--- src/rtl/imem_loader_if.sv ---
// Byte-stream input and instruction-memory write port of the program loader.
interface imem_loader_if #(
  parameter int ADDR_W = 8,
  parameter int WORD_W = 15
);
  logic [7:0]        in_data;
  logic              in_valid;
  logic              in_ready;
  logic              mem_we;
  logic [ADDR_W-1:0] mem_addr;
  logic [WORD_W-1:0] mem_wdata;

  modport master (
    output in_data, in_valid,
    input  in_ready, mem_we, mem_addr, mem_wdata
  );

  modport slave (
    input  in_data, in_valid,
    output in_ready, mem_we, mem_addr, mem_wdata
  );
endinterface

--- src/rtl/imem_loader.sv ---
// Packs a low-byte-first byte stream into instruction words and writes them to
// sequential instruction-memory addresses; busy holds the CPU off meanwhile.
//
// state   | meaning
// IDLE    | waiting for start, CPU released
// LO      | waiting for low byte of the current word
// HI      | waiting for high byte of the current word
// WRITE   | mem_we asserted for the assembled word
// DONE    | one-cycle done pulse after the last write
module imem_loader #(
  parameter int ADDR_W = 8,
  parameter int WORD_W = 15
) (
  input  logic              clk,
  input  logic              rst_n,
  input  logic              start,
  input  logic [ADDR_W-1:0] start_addr,
  input  logic [ADDR_W-1:0] word_count,
  input  logic              abort,
  imem_loader_if.slave      bus,
  output logic              busy,
  output logic              done,
  output logic              error
);

  typedef enum logic [2:0] {
    S_IDLE,
    S_LO,
    S_HI,
    S_WRITE,
    S_DONE
  } state_t;

  // high-byte bits that do not fit in the word; all zero when WORD_W is 16
  localparam logic [7:0]        HI_MASK  = 8'hFF << (WORD_W - 8);
  localparam logic [ADDR_W:0]   CNT_FULL = {1'b1, {ADDR_W{1'b0}}};
  localparam logic [ADDR_W:0]   CNT_ONE  = (ADDR_W+1)'(1);

  state_t            state, state_nxt;
  logic [ADDR_W-1:0] addr_q;
  logic [ADDR_W:0]   remaining;
  logic [WORD_W-1:0] word_q;
  logic              error_q;
  logic              accept;

  assign accept = bus.in_ready & bus.in_valid;

  always_ff @(posedge clk) begin
    if (!rst_n) state <= S_IDLE;
    else        state <= state_nxt;
  end

  always_comb begin
    state_nxt = state;
    case (state)
      S_IDLE:  if (start) state_nxt = S_LO;
      S_LO: begin
        if (abort)             state_nxt = S_IDLE;
        else if (bus.in_valid) state_nxt = S_HI;
      end
      S_HI: begin
        if (abort)             state_nxt = S_IDLE;
        else if (bus.in_valid) state_nxt = S_WRITE;
      end
      S_WRITE: begin
        if (abort)                     state_nxt = S_IDLE;
        else if (remaining == CNT_ONE) state_nxt = S_DONE;
        else                           state_nxt = S_LO;
      end
      S_DONE:  state_nxt = S_IDLE;
      default: state_nxt = S_IDLE;
    endcase
  end

  always_comb begin
    bus.in_ready = 1'b0;
    bus.mem_we   = 1'b0;
    busy         = 1'b0;
    done         = 1'b0;
    case (state)
      S_LO, S_HI: begin
        bus.in_ready = ~abort;
        busy         = 1'b1;
      end
      S_WRITE: begin
        bus.mem_we = 1'b1;
        busy       = 1'b1;
      end
      S_DONE:  done = 1'b1;
      default: ;
    endcase
  end

  assign bus.mem_addr  = addr_q;
  assign bus.mem_wdata = word_q;
  assign error         = error_q;

  always_ff @(posedge clk) begin
    if (!rst_n) begin
      addr_q    <= '0;
      remaining <= '0;
      word_q    <= '0;
      error_q   <= 1'b0;
    end else begin
      case (state)
        S_IDLE: begin
          if (start) begin
            addr_q    <= start_addr;
            remaining <= (word_count == '0) ? CNT_FULL : {1'b0, word_count};
            error_q   <= 1'b0;
          end
        end
        S_LO: begin
          if (accept) word_q[7:0] <= bus.in_data;
        end
        S_HI: begin
          if (accept) begin
            word_q[WORD_W-1:8] <= bus.in_data[WORD_W-9:0];
            if ((bus.in_data & HI_MASK) != 8'h00) error_q <= 1'b1;
          end
        end
        S_WRITE: begin
          addr_q    <= addr_q + ADDR_W'(1);
          remaining <= remaining - CNT_ONE;
        end
        default: ;
      endcase
    end
  end

endmodule

--- src/flat_wrapper.sv ---
// flat-port wrapper written by rule: the top's interface ports become plain ports
module imem_loader_flat 
#(
  parameter int ADDR_W = 8,
  parameter int WORD_W = 15
)
  (clk, rst_n, start, start_addr, word_count, abort, busy, done, error, bus_in_data, bus_in_valid, bus_in_ready, bus_mem_we, bus_mem_addr, bus_mem_wdata);
  imem_loader_if #(.ADDR_W(ADDR_W), .WORD_W(WORD_W)) bus_i ();
  input  logic clk;
  input  logic rst_n;
  input  logic start;
  input  logic [ADDR_W-1:0] start_addr;
  input  logic [ADDR_W-1:0] word_count;
  input  logic abort;
  output logic busy;
  output logic done;
  output logic error;
  input wire logic [$bits(bus_i.in_data)-1:0] bus_in_data;
  input wire logic [$bits(bus_i.in_valid)-1:0] bus_in_valid;
  output wire logic [$bits(bus_i.in_ready)-1:0] bus_in_ready;
  output wire logic [$bits(bus_i.mem_we)-1:0] bus_mem_we;
  output wire logic [$bits(bus_i.mem_addr)-1:0] bus_mem_addr;
  output wire logic [$bits(bus_i.mem_wdata)-1:0] bus_mem_wdata;
  assign bus_i.in_data = bus_in_data;
  assign bus_i.in_valid = bus_in_valid;
  assign bus_in_ready = bus_i.in_ready;
  assign bus_mem_we = bus_i.mem_we;
  assign bus_mem_addr = bus_i.mem_addr;
  assign bus_mem_wdata = bus_i.mem_wdata;
  imem_loader #(.ADDR_W(ADDR_W), .WORD_W(WORD_W)) u_core (.clk(clk), .rst_n(rst_n), .start(start), .start_addr(start_addr), .word_count(word_count), .abort(abort), .bus(bus_i), .busy(busy), .done(done), .error(error));
endmodule
--- config.mk ---
export PLATFORM = sky130hd
export DESIGN_NAME = imem_loader_flat
export DESIGN_NICKNAME = d
export VERILOG_FILES = /design/src/rtl/imem_loader_if.sv /design/src/rtl/imem_loader.sv /design/src/flat_wrapper.sv
export SDC_FILE = /design/constraint.sdc
export NUM_CORES = 1
export LEC_CHECK = 0
export ABC_AREA = 1
export CELL_PAD_IN_SITES_DETAIL_PLACEMENT = 0
export CELL_PAD_IN_SITES_GLOBAL_PLACEMENT = 2
export CORE_AREA = 8 8 98 100
export DETAILED_ROUTE_END_ITERATION = 8
export DIE_AREA = 0 0 106 108
export HOLD_SLACK_MARGIN = 0.1
export PLACE_DENSITY = 0.74
export SYNTH_ARGS = -nofsm -noshare
export SYNTH_HDL_FRONTEND = slang
export SYNTH_SLANG_ARGS = --single-unit
export TNS_END_PERCENT = 20
--- constraint.sdc ---
create_clock -name clk -period 1.39 [get_ports clk]
set_input_delay 0.278 -clock clk [delete_from_list [all_inputs] [get_ports clk]]
set_output_delay 0.278 -clock clk [all_outputs]
set_load 0.05 [all_outputs]
==> results of run 1 <==
-- routing by layer --
| layer | track usage [%] | vias up | wire (um) |
|---|---|---|---|
| met5 | 0 | - | 0 |
| met4 | 4.22 | 0 | 83 |
| met1 | 14.7 | 997 | 3060 |
| met2 | 22.4 | 27 | 3490 |
| met3 | 2.97 | 4 | 241 |
| li1 | - | 1115 | - |
-- critical path: stages (launching register included) --
cell and delay [ns]:
dfxtp_4 0.38, buf_4 0.14, nor2_4 0.13, buf_12 0.12, buf_12 0.13
-- logic make-up after synthesis --
logic type	count (synthesis)	share of synthesized area, %
compound gates	57	16.8
fa+ha+maj	3	1.90
buf+inv	38	9.18
flops	36	36.5
simple gates	146	35.7
-- sequential cells by signal, indices dropped and copies added (netlist names) --
register and count:
u_core.state 3, u_core.remaining 9, u_core.bus.mem_addr 8, u_core.error 1, u_core.bus.mem_wdata 15
-- worst min-delay path by stage --
stage | endpoint | depth (start not counted)
after global placement | u_core.remaining[6] | 2
after detailed placement | u_core.remaining[6] | 2
after global routing | u_core.bus.mem_wdata[1] | 2
after floorplan | u_core.bus.mem_addr[0] | 2
final | u_core.remaining[6] | 2
after CTS | u_core.remaining[6] | 2
-- synthesized netlist by cell type (2+ instances only) --
master / count / share of area (%)
o21ai_0: 10 / 2.5
nand3_2: 2 / 1.0
nor2_2: 3 / 0.95
nor2_1: 22 / 4.2
a21oi_1: 28 / 7.1
a21oi_2: 3 / 1.3
nand3_1: 21 / 5.3
o21ai_1: 6 / 1.5
buf_6: 5 / 2.8
inv_1: 23 / 4.4
ha_1: 3 / 1.9
clkbuf_1: 3 / 0.57
dfxtp_1: 36 / 36
a31oi_1: 3 / 0.95
nand2_1: 73 / 14
nor2_4: 2 / 1.1
nand2_4: 4 / 2.3
nor3_1: 4 / 1.0
inv_2: 5 / 0.95
nand4_1: 11 / 3.5
-- cells in the final DEF, fill, tap and decap left out, types with 5 or more instances in the layout --
master / n
nand2_1: 71
buf_4: 34
buf_12: 32
dfxtp_1: 30
clkdlybuf4s50_1: 28
a21oi_1: 27
inv_1: 22
nand3_1: 21
nor2_1: 20
nand4_1: 11
o21ai_1: 8
o21ai_0: 8
clkbuf_8: 5
-- repair_timing --
| item | CTS | global route |
|---|---|---|
| setup endpoints to repair | 4 | 29 |
| gates cloned | 1 | 0 |
| pin swaps | 3 | 1 |
| hold endpoints to repair | 0 | 0 |
| buffers inserted | 9 | 1 |
| resized for setup | 18 | 7 |
-- area by class of cell --
type / count / area, um2
Sequential cell: 36 / 736
Clock buffer: 5 / 68.8
Timing Repair Buffer: 95 / 1210
Fill cell: 822 / 4620
Tap cell: 105 / 131
Clock inverter: 3 / 42.5
Multi-Input combinational cell: 206 / 1120
Inverter: 29 / 124
-- metrics by stage --
stage / utilization, % / instance area [um2]
after global routing: 42.6 / 3430
after floorplan: - / 1980
after CTS: 42.3 / 3400
final: 42.6 / 3430
after global placement: 38.9 / 3130
after detailed placement: 38.9 / 3130
-- power by group --
part           total (mW)  internal (mW)  switching, mW
Sequential           1.17           1.09         0.0751
Combinational        1.04          0.487          0.552
Clock               0.946          0.531          0.415
Total                3.15           2.11           1.04
==> metrics.md, run 1 <==
| Metric | Value |
|---|---|
| Hold_buf cts | `0` |
| Netlist Area Pre-Place | `approximately 2000 um2` |
| Post-DP HPWL | `5140 um` |
| Total vias in the final route | `2143` |
| Total grt overflow | `0` |
| Final hold vios | `0` |
| CP required | `about 1.1 ns` |
| Die X | `106 um` |
| Arr. time, crit path | `1.19 ns` |
| First-pass iteration count of the detailed router | `4` |
| Initial antenna violation count | `0` |
| Share of cells above drive strength 1 | `between 30% and 40%` |
| Final period utilization | `105%` |
| Nets | `405` |
| Area Overhead vs Synth | `73.6%` |
| Failing checks | `setup timing` |
| Worst Clk Skew | `0.00801 ns` |
| Clock Tree Root | `clkbuf_8` |
| ANT nets after route | `0` |
| Post-synthesis area per instance | `7.06 um2` |
| Min cycle time layout | `about 1.5 ns` |
| Async S/R FF share, synth | `0%` |
| Die height | `108 um` |
| # DRC | `0` |
| Largest net degree at the start of global routing | `19` |
| Fin worst setup slack | `-0.0730 ns` |
| Worst reg2reg path endpoint | `u_core.bus.mem_addr[3]` |
| Crit path to | `bus_mem_we` |
| MaxCap Viol Count | `0` |
| GPL Wtd Cong | `around 0.74` |
| Critical path startpoint | `u_core.state[2]` |
| Sequential share of the synthesized area | `36.5%` |
| Mapped Cells | `280` |
| First-pass GRT wire length | `11500 um` |
| CTS tree | `built` |
| Ports | `57` |
| Critical path peak fanout | `5` |
| RSZ-0062 raised after global routing | `true` |
| Core area | `roughly 8100 um2` |
| Peak VDD IR | `0.388 mV` |
| H-tree depth | `2` |
| Die area | `11400 um2` |
| FF-to-FF Start | `u_core.state[2]` |
| FMAX | `684 MHz` |
| Distinct cells, synth | `33` |
| Number of global-route vias before repair | `2283` |
| Power Dens Cells | `920 nW/um2` |
| Post-synth EDFFs | `0` |
| Hold Crit Class | `flop to flop` |
| Synth Net Count | `roughly 310` |
| Hold WS | `0.498 ns` |
| TNS Setup | `-0.180 ns` |
| Max Slew Vio Count | `0` |
| Port buffer count | `56` |
| Ys Warns | `0` |
| Clock-pin slew on the worst setup and hold paths | `roughly 0.080 ns` |
| FF-to-FF path depth | `7` |
| CTS buffer count | `5` |
| GRT Overall Usage | `between 10% and 20%` |
| Cell row count | `33` |
| Sink Count | `36` |
| Place WS | `-0.128 ns` |
| Initial Util | `24.5%` |
| Crit path capture type | `primary output` |
| DP Cell Count | `460` |
| Critical Path Start Type | `flop` |
| Pleak | `1.37 nW` |
| Final Setup Violations | `4` |
| Synthesized flop and latch total | `36` |
| R2R Setup Slk | `-0.04 ns` |
| Initial DRC Count | `73` |
| Overall power | `3.15 mW` |
| Final WL | `6870 um` |
| Wire length per cell | `14.3 um` |
| Final cell count without fillers | `479` |
| Crit Path Class | `flop to primary output` |
| Number of vias per cell | `around 4.5` |
| # diodes | `0` |
| Clock Latency Late Sink | `around 0.29 ns` |
| Slew HR | `77.5%` |
| Status | `finished, violations left` |
| Hold_sp | `u_core.remaining[6]` |
| Slew of the pin with the lowest slew margin | `between 0.3 and 0.4 ns` |
| Primary FF master, synth | `dfxtp_1` |
| Clock tree buffer depth | `2` |
Note: power is estimated with default switching activity, not from simulation.
==> run 2, diff against run 1 <==
RECOVER_POWER = 50   (was unset)
==> metrics.md, run 2 (synthesis results as in run 1) <==
| Metric | Value |
|---|---|
| Status | `finished, violations left` |
| Failing checks | `setup timing` |
| CTS buffer count | `5 (unchanged)` |
| Power Dens Cells | `975 nW/um2 (+6.1%)` |
| Die area | `11400 um2 (unchanged)` |
| Combinational power share | `32.6% (-0.3 points)` |
| Switching power | `1.04 mW (about the same)` |
| Sink Count | `36 (unchanged)` |
| Final WL | `6870 um (about the same)` |
| Ports | `57 (unchanged)` |
| Final Setup Violations | `4 (unchanged)` |
| Slew HR | `77.5% (about the same)` |
| Critical Path Start Type | `flop` |
| Initial antenna violation count | `0 (unchanged)` |
| # diodes | `0 (unchanged)` |
| Routed length on met2 | `3480 um (about the same)` |
| FMAX | `683 MHz (about the same)` |
| TNS Setup | `-0.181 ns (-0.00163 ns)` |
| Port buffer count | `56 (unchanged)` |
| Net Sw Frac | `33.2% (+0.15 points)` |
| Crit path capture type | `primary output` |
| CP Cell Sequence | `buf_4 -> nor2_4 -> buf_12 -> buf_12` |
| GRT Overall Usage | `12.7% (unchanged)` |
| DP Area | `3130 um2 (unchanged)` |
| Number of vias per cell | `4.47 (about the same)` |
| Fin worst setup slack | `-0.0737 ns (-0.000676 ns)` |
| MaxCap Viol Count | `0 (unchanged)` |
| Slowest stage delay, CP | `0.38 ns (about the same)` |
| GPL Wtd Cong | `0.745 (unchanged)` |
| Total grt overflow | `0 (unchanged)` |
| Pleak | `1.32 nW (-3.6%)` |
| WL met3 | `239 um (-0.83%)` |
| CTS tree | `built` |
| Top sig layer | `met4` |
| Met1 WL | `3070 um (+0.16%)` |
| Post-DP HPWL | `5140 um (unchanged)` |
| Clock-pin slew on the worst setup and hold paths | `0.08 ns (about the same)` |
| CP required | `1.11 ns (about the same)` |
| Internal power | `2.10 mW (-0.64%)` |
| Slew of the pin with the lowest slew margin | `0.338 ns (-0.0000536 ns)` |
| CP top delay family | `buffers and inverters` |
| Sequential share of power | `37.1% (about the same)` |
| Min cycle time layout | `1.46 ns (+0.000676 ns)` |
| Slowest stage cell, crit path | `dfxtp_4` |
| Most common cell after layout, fill and taps aside | `nand2_1` |
| Overall power | `3.14 mW (-0.43%)` |
| Final Cell Area | `3220 um2 (-6.1%)` |
| RSZ-0062 raised after global routing | `true` |
| Most frequent cells in the layout | `nand2_1 (71), buf_4 (34), dfxtp_1 (30)` |
| Share of cells above drive strength 1 | `30.2% (unchanged)` |
| First-pass iteration count of the detailed router | `4 (unchanged)` |
| Wire length per cell | `14.4 um (about the same)` |
| Hold Crit Class | `flop to flop` |
| Peak VDD IR | `0.384 mV (-1.1%)` |
| Critical path peak fanout | `5 (unchanged)` |
| Initial Util | `24.5% (unchanged)` |
| Initial DRC Count | `59 (-19%)` |
| Final hold vios | `0 (unchanged)` |
| Cell row count | `33 (unchanged)` |
| Crit Path Class | `flop to primary output` |
| Clock Tree Root | `clkbuf_8` |
| Clock network fraction of design power | `30.2% (+0.2 points)` |
| H-tree depth | `2 (unchanged)` |
| Core area | `8050 um2 (unchanged)` |
| R2R Setup Slk | `-0.04 ns (about the same)` |
| ANT nets after route | `0 (unchanged)` |
| Arr. time, crit path | `1.19 ns (about the same)` |
| Max reg flops | `15 (unchanged)` |
| Total vias in the final route | `2142 (-0.047%)` |
| Nets | `405 (unchanged)` |
| WP buf/inv | `3 (unchanged)` |
| Critical path's most frequent cell | `buf_12` |
| Clock Latency Late Sink | `0.29 ns (about the same)` |
| # DRC | `0 (unchanged)` |
| First-pass GRT wire length | `11500 um (unchanged)` |
| Worst Clk Skew | `0.00886 ns (+0.000859 ns)` |
| Final period utilization | `105% (about the same)` |
| Die height | `108 um (unchanged)` |
| Largest net degree at the start of global routing | `19 (unchanged)` |
| Number of global-route vias before repair | `2283 (unchanged)` |
| Area Overhead vs Synth | `63.0%` |
| Max Slew Vio Count | `0 (unchanged)` |
| Die X | `106 um (unchanged)` |
| Clock tree buffer depth | `2 (unchanged)` |
-- run 2: cell types whose count changed in the layout (fill, tap and decap cells not counted), sizes merged --
cell	before	now
buf	66	52
clkbuf	5	19
-- run 2: worst paths after layout --
kind,startpoint,endpoint,cells past startpoint
setup / recovery,u_core.state[2],bus_mem_we,4
hold / removal,u_core.bus.mem_wdata[14],u_core.bus.mem_wdata[14],2
setup reg to reg,u_core.state[2],u_core.bus.mem_addr[3],7
hold reg to reg,u_core.bus.mem_wdata[14],u_core.bus.mem_wdata[14],2
-- run 2: what timing repair did --
item / 4_1_cts / 5_1_grt
setup endpoints to repair: 4 / 29
setup buffers: 9 / 1
gates cloned: 1 / 0
hold buffers: 0 / 0
pin swaps: 3 / 1
gates resized for setup: 18 / 7
-- run 2: cell type report --
cell class / instances / area, um2
Fill cell: 845 / 4830
Multi-Input combinational cell: 206 / 1120
Timing Repair Buffer: 95 / 998
Sequential cell: 36 / 736
Tap cell: 105 / 131
Inverter: 29 / 124
Clock buffer: 5 / 68.8
Clock inverter: 3 / 42.5
-- run 2: worst min-delay path, stage by stage, from the launching register on --
cell	delay [ns]
dfxtp_1	0.32
nand2_1	0.06
a21oi_1	0.05
-- run 2: metrics by stage --
stage	worst slack [ns]	hold WS (ns)	instances	utilization (%)
2_1_floorplan	-0.0875	0.402	280	-
3_3_place_gp	-0.109	0.479	460	38.9
3_5_place_dp	-0.128	0.491	460	38.9
4_1_cts	-0.0717	0.503	478	42.3
5_1_grt	-0.125	0.487	479	40.0
6_report	-0.0737	0.469	479	40.0
-- run 2: layer usage --
layer / track usage [%] / vias to the layer above
met5: 0 / -
met4: 4.22 / 0
met3: 2.97 / 4
met2: 22.4 / 29
met1: 14.7 / 994
li1: - / 1115
-- run 2: power by group through the flow --
| stage | clock (mW) | combinational [mW] | sequential (mW) |
|---|---|---|---|
| 2_1_floorplan | 0 | 0.416 | 1.28 |
| 3_3_place_gp | 0 | 0.995 | 1.19 |
| 3_5_place_dp | 0 | 0.999 | 1.19 |
| 4_1_cts | 0.980 | 1.04 | 1.17 |
| 5_1_grt | 1.04 | 1.12 | 1.18 |
| 6_report | 0.949 | 1.03 | 1.17 |
